## src/rtl/gpio_stream_bridge.sv

```systemverilog
// Purpose : word<->beat bridge between the wide internal stream and the narrow GPIO pin FIFOs.
// Latency : TX accepts a word then emits LANES beats back to back; RX raises rx_valid one cycle after the last beat.
// Backpressure: TX stalls in place while in_fifo_wfull_n is low; RX stops dequeuing while a word is held unconsumed.
//
// Ports:
//   io_clk, io_rst      sole clock, asynchronous active-high reset
//   clr                 synchronous abort of both paths (wins over everything else that cycle)
//   tx_valid/tx_ready/tx_data            word input (DATA_WIDTH*LANES bits)
//   in_fifo_wenq/in_fifo_wdata/in_fifo_wfull_n   beat output towards the pin FIFO
//   out_fifo_deq/out_fifo_rdata/out_fifo_rempty_n beat input from the pin FIFO (first-word fall-through)
//   rx_valid/rx_ready/rx_data/rx_err     reassembled word output
//
// Optional: define GPIO_STREAM_CHECKSUM_EN to append an XOR-of-lanes beat to every word
// on TX and to check it on RX (rx_err). Without it rx_err is tied low.
module gpio_stream_bridge #(
  parameter int DATA_WIDTH = 11,
  parameter int LANES      = 4,
  parameter bit MSB_FIRST  = 1'b0
) (
  input  logic                          io_clk,
  input  logic                          io_rst,
  input  logic                          clr,
  input  logic                          tx_valid,
  output logic                          tx_ready,
  input  logic [DATA_WIDTH*LANES-1:0]   tx_data,
  output logic                          in_fifo_wenq,
  output logic [DATA_WIDTH-1:0]         in_fifo_wdata,
  input  logic                          in_fifo_wfull_n,
  output logic                          out_fifo_deq,
  input  logic [DATA_WIDTH-1:0]         out_fifo_rdata,
  input  logic                          out_fifo_rempty_n,
  output logic                          rx_valid,
  input  logic                          rx_ready,
  output logic [DATA_WIDTH*LANES-1:0]   rx_data,
  output logic                          rx_err
);

  localparam int W  = DATA_WIDTH * LANES;
  // Wide enough to count LANES+1 beats (word plus optional checksum beat).
  localparam int CW = $clog2(LANES + 1);
  localparam logic [CW-1:0] LAST = CW'(LANES - 1);
`ifdef GPIO_STREAM_CHECKSUM_EN
  localparam logic [CW-1:0] RX_LAST = CW'(LANES);
`else
  localparam logic [CW-1:0] RX_LAST = LAST;
`endif

`ifdef GPIO_STREAM_CHECKSUM_EN
  function automatic logic [DATA_WIDTH-1:0] lane_xor(input logic [W-1:0] w);
    logic [DATA_WIDTH-1:0] acc;
    acc = '0;
    for (int i = 0; i < LANES; i++) acc = acc ^ w[i*DATA_WIDTH +: DATA_WIDTH];
    return acc;
  endfunction
`endif

  // ---------------------------------------------------------------- TX path
`ifdef GPIO_STREAM_CHECKSUM_EN
  typedef enum logic [1:0] {TX_IDLE, TX_SEND, TX_CSUM} tx_state_t;
  logic [DATA_WIDTH-1:0] tx_csum;
`else
  typedef enum logic {TX_IDLE, TX_SEND} tx_state_t;
`endif

  tx_state_t             tx_state, tx_state_nxt;
  logic [W-1:0]          tx_shift;
  logic [CW-1:0]         tx_cnt;
  logic [DATA_WIDTH-1:0] tx_head;

  // The outgoing lane always sits at one end of the shift register; shifting
  // zeros in means the beat bus reads 0 once the word has fully drained.
  assign tx_head = MSB_FIRST ? tx_shift[W-1 -: DATA_WIDTH] : tx_shift[DATA_WIDTH-1:0];

  always_comb begin
    tx_state_nxt  = tx_state;
    tx_ready      = 1'b0;
    in_fifo_wenq  = 1'b0;
    in_fifo_wdata = tx_head;
    case (tx_state)
      TX_IDLE: begin
        tx_ready = 1'b1;
        if (tx_valid) tx_state_nxt = TX_SEND;
      end
      TX_SEND: begin
        // Beats are not pushed during an abort so the pin FIFO never sees half a word's tail.
        in_fifo_wenq = in_fifo_wfull_n & ~clr;
        if (in_fifo_wenq && tx_cnt == LAST) begin
`ifdef GPIO_STREAM_CHECKSUM_EN
          tx_state_nxt = TX_CSUM;
`else
          tx_state_nxt = TX_IDLE;
`endif
        end
      end
`ifdef GPIO_STREAM_CHECKSUM_EN
      TX_CSUM: begin
        in_fifo_wdata = tx_csum;
        in_fifo_wenq  = in_fifo_wfull_n & ~clr;
        if (in_fifo_wenq) tx_state_nxt = TX_IDLE;
      end
`endif
      default: tx_state_nxt = TX_IDLE;
    endcase
  end

  always_ff @(posedge io_clk or posedge io_rst) begin
    if (io_rst) begin
      tx_state <= TX_IDLE;
      tx_shift <= '0;
      tx_cnt   <= '0;
`ifdef GPIO_STREAM_CHECKSUM_EN
      tx_csum  <= '0;
`endif
    end else if (clr) begin
      tx_state <= TX_IDLE;
      tx_shift <= '0;
      tx_cnt   <= '0;
`ifdef GPIO_STREAM_CHECKSUM_EN
      tx_csum  <= '0;
`endif
    end else begin
      tx_state <= tx_state_nxt;
      if (tx_state == TX_IDLE && tx_valid) begin
        tx_shift <= tx_data;
        tx_cnt   <= '0;
`ifdef GPIO_STREAM_CHECKSUM_EN
        tx_csum  <= lane_xor(tx_data);
`endif
      end else if (tx_state == TX_SEND && in_fifo_wenq) begin
        tx_shift <= MSB_FIRST ? (tx_shift << DATA_WIDTH) : (tx_shift >> DATA_WIDTH);
        tx_cnt   <= (tx_cnt == LAST) ? '0 : tx_cnt + 1'b1;
      end
    end
  end

  // ---------------------------------------------------------------- RX path
  logic [CW-1:0] rx_cnt;
  logic [CW-1:0] rx_lane;

  // Reset and abort also mask the strobe so no beat is pulled from the pin FIFO and then dropped.
  assign out_fifo_deq = out_fifo_rempty_n & ~rx_valid & ~clr & ~io_rst;

  // A checksum-beat index maps outside 0..LANES-1 in both orders, so it never writes a lane.
  assign rx_lane = MSB_FIRST ? (LAST - rx_cnt) : rx_cnt;

`ifdef GPIO_STREAM_CHECKSUM_EN
  logic rx_err_q;
  assign rx_err = rx_err_q;
`else
  assign rx_err = 1'b0;
`endif

  always_ff @(posedge io_clk or posedge io_rst) begin
    if (io_rst) begin
      rx_cnt   <= '0;
      rx_valid <= 1'b0;
      rx_data  <= '0;
`ifdef GPIO_STREAM_CHECKSUM_EN
      rx_err_q <= 1'b0;
`endif
    end else if (clr) begin
      rx_cnt   <= '0;
      rx_valid <= 1'b0;
      rx_data  <= '0;
`ifdef GPIO_STREAM_CHECKSUM_EN
      rx_err_q <= 1'b0;
`endif
    end else begin
      if (rx_valid && rx_ready) begin
        rx_valid <= 1'b0;
`ifdef GPIO_STREAM_CHECKSUM_EN
        rx_err_q <= 1'b0;
`endif
      end
      if (out_fifo_deq) begin
        for (int i = 0; i < LANES; i++) begin
          if (rx_lane == CW'(i)) rx_data[i*DATA_WIDTH +: DATA_WIDTH] <= out_fifo_rdata;
        end
        if (rx_cnt == RX_LAST) begin
          rx_cnt   <= '0;
          rx_valid <= 1'b1;
`ifdef GPIO_STREAM_CHECKSUM_EN
          rx_err_q <= (out_fifo_rdata != lane_xor(rx_data));
`endif
        end else begin
          rx_cnt <= rx_cnt + 1'b1;
        end
      end
    end
  end

endmodule

```

## config.mk

```make
export PLATFORM = sky130hd
export DESIGN_NAME = gpio_stream_bridge
export DESIGN_NICKNAME = d
export VERILOG_FILES = /design/src/rtl/gpio_stream_bridge.sv
export SDC_FILE = /design/constraint.sdc
export NUM_CORES = 1
export LEC_CHECK = 0
export CAP_MARGIN = 5
export CORE_MARGIN = 2
export CORE_UTILIZATION = 52
export DETAILED_ROUTE_END_ITERATION = 12
export PLACE_DENSITY_LB_ADDON = 0.05
export REMOVE_ABC_BUFFERS = 1
export SKIP_LAST_GASP = 1
export SLEW_MARGIN = 20
export SYNTH_ARGS = -nofsm -noshare
export SYNTH_HDL_FRONTEND = slang
export SYNTH_SLANG_ARGS = --single-unit
```

## constraint.sdc

```tcl
create_clock -name io_clk -period 9.46 [get_ports io_clk]
set_input_delay 1.892 -clock io_clk [delete_from_list [all_inputs] [get_ports io_clk]]
set_output_delay 1.892 -clock io_clk [all_outputs]
set_load 0.02 [all_outputs]
```

-- After elaboration in Yosys (flattened, before gate mapping)
Index checks and enable logic that the tools add are counted.
Widths: inputs -> output; s select.
- add/sub/neg operators: 2
- eq/ne operators: 4
- mux-type cells: 26
- bitwise logic cells: 8
- reductions and logical operators: 15
- operator list (kind ; number):
    $mux 44 ; 5
    $mux 11 ; 4
    $mux 3 ; 7
    $reduce_bool 2->1 ; 5
    $eq 3x2->1 const B ; 3
    $mux 1 ; 9
    $reduce_and 2->1 ; 4
    $add 3x1->3 const B ; 2
    $and 1x1->1 ; 4
    $logic_and 1x1->1 ; 4
    $not 1->1 ; 4
    $eq 3x1->1 const B ; 1
    $logic_not 3->1 ; 1
    $reduce_bool 3->1 ; 1
    $pmux 1 s2 ; 1
- register bits: 96
- bits of input ports: 62
- logic and storage cells: 64

-- Depth between registers and ports, before layout
- depth after elaboration: 7
- depth in mapped cells: 6
- depth with buffers taken out: 4

-- Worst setup path before layout
No wires, ideal clock.
- path kind: input -> output
- from: input port clr
- to: output port in_fifo_wenq
- arrival time: 2.518 ns
- data required time: 7.568 ns
- setup slack: 5.050 ns
- cell stages on the path: 3
- path buffers: 2
- cell sequence: buf_6 -> clkbuf_1 -> nor2_1
- word-level cells in the longest chain between the ends: 3
- RTL lines (item ; RTL line ; source):
    start, declared ; 22 ; input logic clr,
    $not 1->1 ; 86 ; in_fifo_wenq = in_fifo_wfull_n & ~clr;
    $and 1x1->1 ; 86 ;
    $mux 1 ; 79 ; case (tx_state)
    end, declared ; 26 ; output logic in_fifo_wenq,
Every way passes these cells.

-- Final worst setup path
- from: input port io_rst
- to: output port out_fifo_deq
- word-level cells in the longest chain between the ends: 2
- RTL lines (item ; RTL line ; source):
    start, declared ; 21 ; input logic io_rst,
    $not 1->1 ; 141 ; assign out_fifo_deq = out_fifo_rempty_n & ~rx_valid & ~clr & ~io_rst;
    $and 1x1->1 ; 141 ;
    end, declared ; 29 ; output logic out_fifo_deq,
Every way passes these cells.

==> results.json <==
{
  "criticalPathCategory": "input port to primary output",
  "cp_num_buf_inv": 2,
  "cts_setup_buffers": 0,
  "insertion_delay_ns": 0.34,
  "cts_tree": "yes",
  "p_leak_nw": 2.54,
  "powerDensity_nw_per_um2": 149,
  "grt_pass1_vias": 3174,
  "post-route-min-period_ns": 5.44,
  "syn-mean-instance-area_sq_um": 10.7,
  "gr-usage-met3_pct": 4.03,
  "fin_crit_sh_pct": 57.5,
  "worst_hold_slack_ns": 0.523,
  "drc_errors": 0,
  "drt-wirelength-per-cell_um": 15.8,
  "htreeDepth": 3,
  "slowest_delay_ns": 0.68,
  "start_util_pct": 53.3,
  "synth-async-reset-ratio_pct": 100,
  "std_cell_rows": 33,
  "clockBufferDepth": 2,
  "fp.dieH_um": 95.3,
  "cts.sinks": 96,
  "synth_edf_count": 0,
  "clkTransAtPathRegs_ns": 0.09,
  "min_from": "tx_cnt[2]$_DFFE_PP0P_",
  "r2r_cells": 3,
  "grt_max_degree": 69,
  "globalRouteMet1Util_pct": 32.4,
  "syn_inst": 406,
  "ctsResizeCount": 0,
  "antenna_cells": 0,
  "vias_per_cell": 5.46,
  "fin_worst_skew_ns": 0.00921,
  "grt.overflow.total": 0,
  "fmax_ghz": 0.184,
  "synthFlopType": "dfrtp_1",
  "drt_iter0_drc": 184,
  "die_area_sq_um": 9080,
  "fp.dieW_um": 95.3,
  "finalSetupTns_ns": 0,
  "status": "complete, no violations",
  "root_buffer": "clkbuf_8",
  "slew_headroom_pct": 29.8,
  "path_max_fanout": 5,
  "ant_nets": 0,
  "via_count": 3328,
  "rsz0062_at_grt": "no",
  "slew_viol_final": 0,
  "rr_endpoint": "rx_data[7]$_DFFE_PP0P_",
  "antenna_found_initial": 0,
  "tightest_slew_ns": 1.05,
  "top_usage_layer": "met2",
  "cp_common_cell": "clkdlybuf4s50_1",
  "crit_chain": "clkdlybuf4s50_1 -> nor4b_4 -> clkdlybuf4s50_1",
  "final_hold_viol_count": 0,
  "place_congestion": 0.767,
  "cts_made_buffers": 9,
  "startpoint_type": "input port",
  "layout.nets": 566,
  "cp_data_arrival_time_ns": 3.55,
  "hold_buffers": 0,
  "track_usage_pct": 22.2,
  "cap_violations": 0,
  "hold_end": "tx_cnt[2]$_DFFE_PP0P_",
  "layout-drive-gt1-share_pct": 5.75,
  "grt_pass1_wl_mm": 15.6,
  "synth_cell_types": 33,
  "synthToLayoutAreaGrowth_pct": 30.2,
  "use_met2_pct": 34.2,
  "ys_warn_count": 0,
  "irDropWorstVdd_mv": 0.0841,
  "synth-seq-area-share_pct": 55.4,
  "cp-end-kind": "primary output",
  "core_sq_um": 8130,
  "final-setup-viol-count": 0,
  "hpwl_mm": 6.18,
  "portBuffers": 120,
  "cpLargestDelayFamily": "buffers and inverters",
  "ys_seq_elements": 96,
  "io-pin-count": 122,
  "drt-total-wl_mm": 9.61,
  "syn-cell-area_sq_um": 4330,
  "crit_slowest_cell": "clkdlybuf4s50_1",
  "dr.pass1.iters": 4,
  "required_ns": 7.57,
  "ff2ff_setup_slack_ns": 7.59,
  "hold_class": "flop to flop",
  "min_path_cells": 2,
  "r2r-start": "rx_valid$_DFF_PP0_"
}
## through the flow
stage	area [sq um]	setup slack [ns]	util (%)	power, mW	instances
after floorplan	4040	5.06	-	0.494	363
final	5640	4.02	69.4	0.842	609
after global routing	5640	3.91	69.4	0.883	609
after CTS	5640	4.01	69.4	0.851	609
after detailed placement	5420	4.02	66.6	0.554	593
after global placement	5420	4.07	66.6	0.551	593
## per-layer routing
metal  vias up  part of all wire (%)
met3         7                   5.0
met1      1642                    45
met5         -                     0
met4         0                  0.67
li1       1589                     -
met2        90                    49
## cell usage in the layout, fill, tap and decap left out
cell type / count
inv_4: 1
nor3_1: 2
o21ai_1: 9
clkdlybuf4s50_1: 119
bufinv_16: 2
nor4b_4: 1
clkinv_2: 1
nand2b_1: 3
xnor2_1: 1
or3b_1: 1
buf_4: 5
and3_1: 1
a21oi_1: 35
a211oi_1: 2
nor2_1: 14
nand3b_1: 1
nor2b_1: 1
buf_2: 1
ha_1: 5
and2_1: 1
o211ai_1: 11
clkinvlp_4: 1
clkbuf_8: 10
a22oi_1: 44
a2111oi_2: 1
inv_1: 5
o21ai_0: 2
o22ai_1: 1
nand3_2: 1
dfrtp_1: 96
mux2i_1: 33
nor2b_4: 1
nor3b_4: 1
conb_1: 1
nand3_1: 4
nand2_1: 82
or3_1: 1
mux2i_4: 1
inv_6: 2
## kinds of logic after synthesis
family,share of synthesized area [%]
other,0.0865
XOR/XNOR,0.202
flip-flops,55.4
adder cells (fa/ha/maj),1.44
buffers and inverters,7.27
AND/OR/NAND/NOR,11.7
multiplexers,8.14
AO/OA/AOI/OAI,15.7
## synthesized netlist by cell type (3+ instances only)
library cell	n	area (sq um)
ha_1	5	62.6
nand3_1	4	20.0
inv_1	6	22.5
nand2b_1	3	18.8
mux2i_1	33	330
a21oi_1	35	175
nand2_1	82	308
clkbuf_1	7	26.3
o21ai_1	9	45.0
o211ai_1	11	82.6
dfrtp_1	96	2400
buf_6	5	56.3
buf_4	22	165
nor2_1	14	52.6
buf_2	9	45.0
a22oi_1	44	330
## worst max-delay path by stage
| stage | from | end | slack (ns) | cells after the start |
|---|---|---|---|---|
| 4_1_cts | io_rst | out_fifo_deq | 4.01 | 3 |
| 2_1_floorplan | io_rst | rx_cnt[0]$_DFFE_PP0P_ | 5.06 | 1 |
| 5_1_grt | io_rst | out_fifo_deq | 3.91 | 3 |
| 3_5_place_dp | io_rst | out_fifo_deq | 4.02 | 3 |
| 3_3_place_gp | io_rst | out_fifo_deq | 4.07 | 3 |
| 6_report | io_rst | out_fifo_deq | 4.02 | 3 |
## flip-flops by register name, indices dropped and copies added, names as in the netlist
| name | count |
|---|---|
| rx_valid | 1 |
| tx_cnt | 3 |
| rx_cnt | 3 |
| tx_shift | 44 |
| tx_state | 1 |
| rx_data | 44 |
## worst reg2reg max path, delay by kind of cell, from the launching register on
kind          cells  cell delay (ns)
flops             1             0.46
simple gates      2             0.96
mux               1             0.37
## cell type report
cell class	count	area (sq um)
repair buffers	125	1230
multi-input cells	261	1620
flip-flops and latches	96	2400
fillers	664	2490
clock buffers	10	138
well taps	105	131
clock inverters	6	90.1
inverters	6	25.0
## report_power, final
part           internal, mW  switching, mW
clock network         0.158          0.139
logic                0.0526         0.0594
registers             0.424        0.00851
Power figures use the tool's default switching activity.
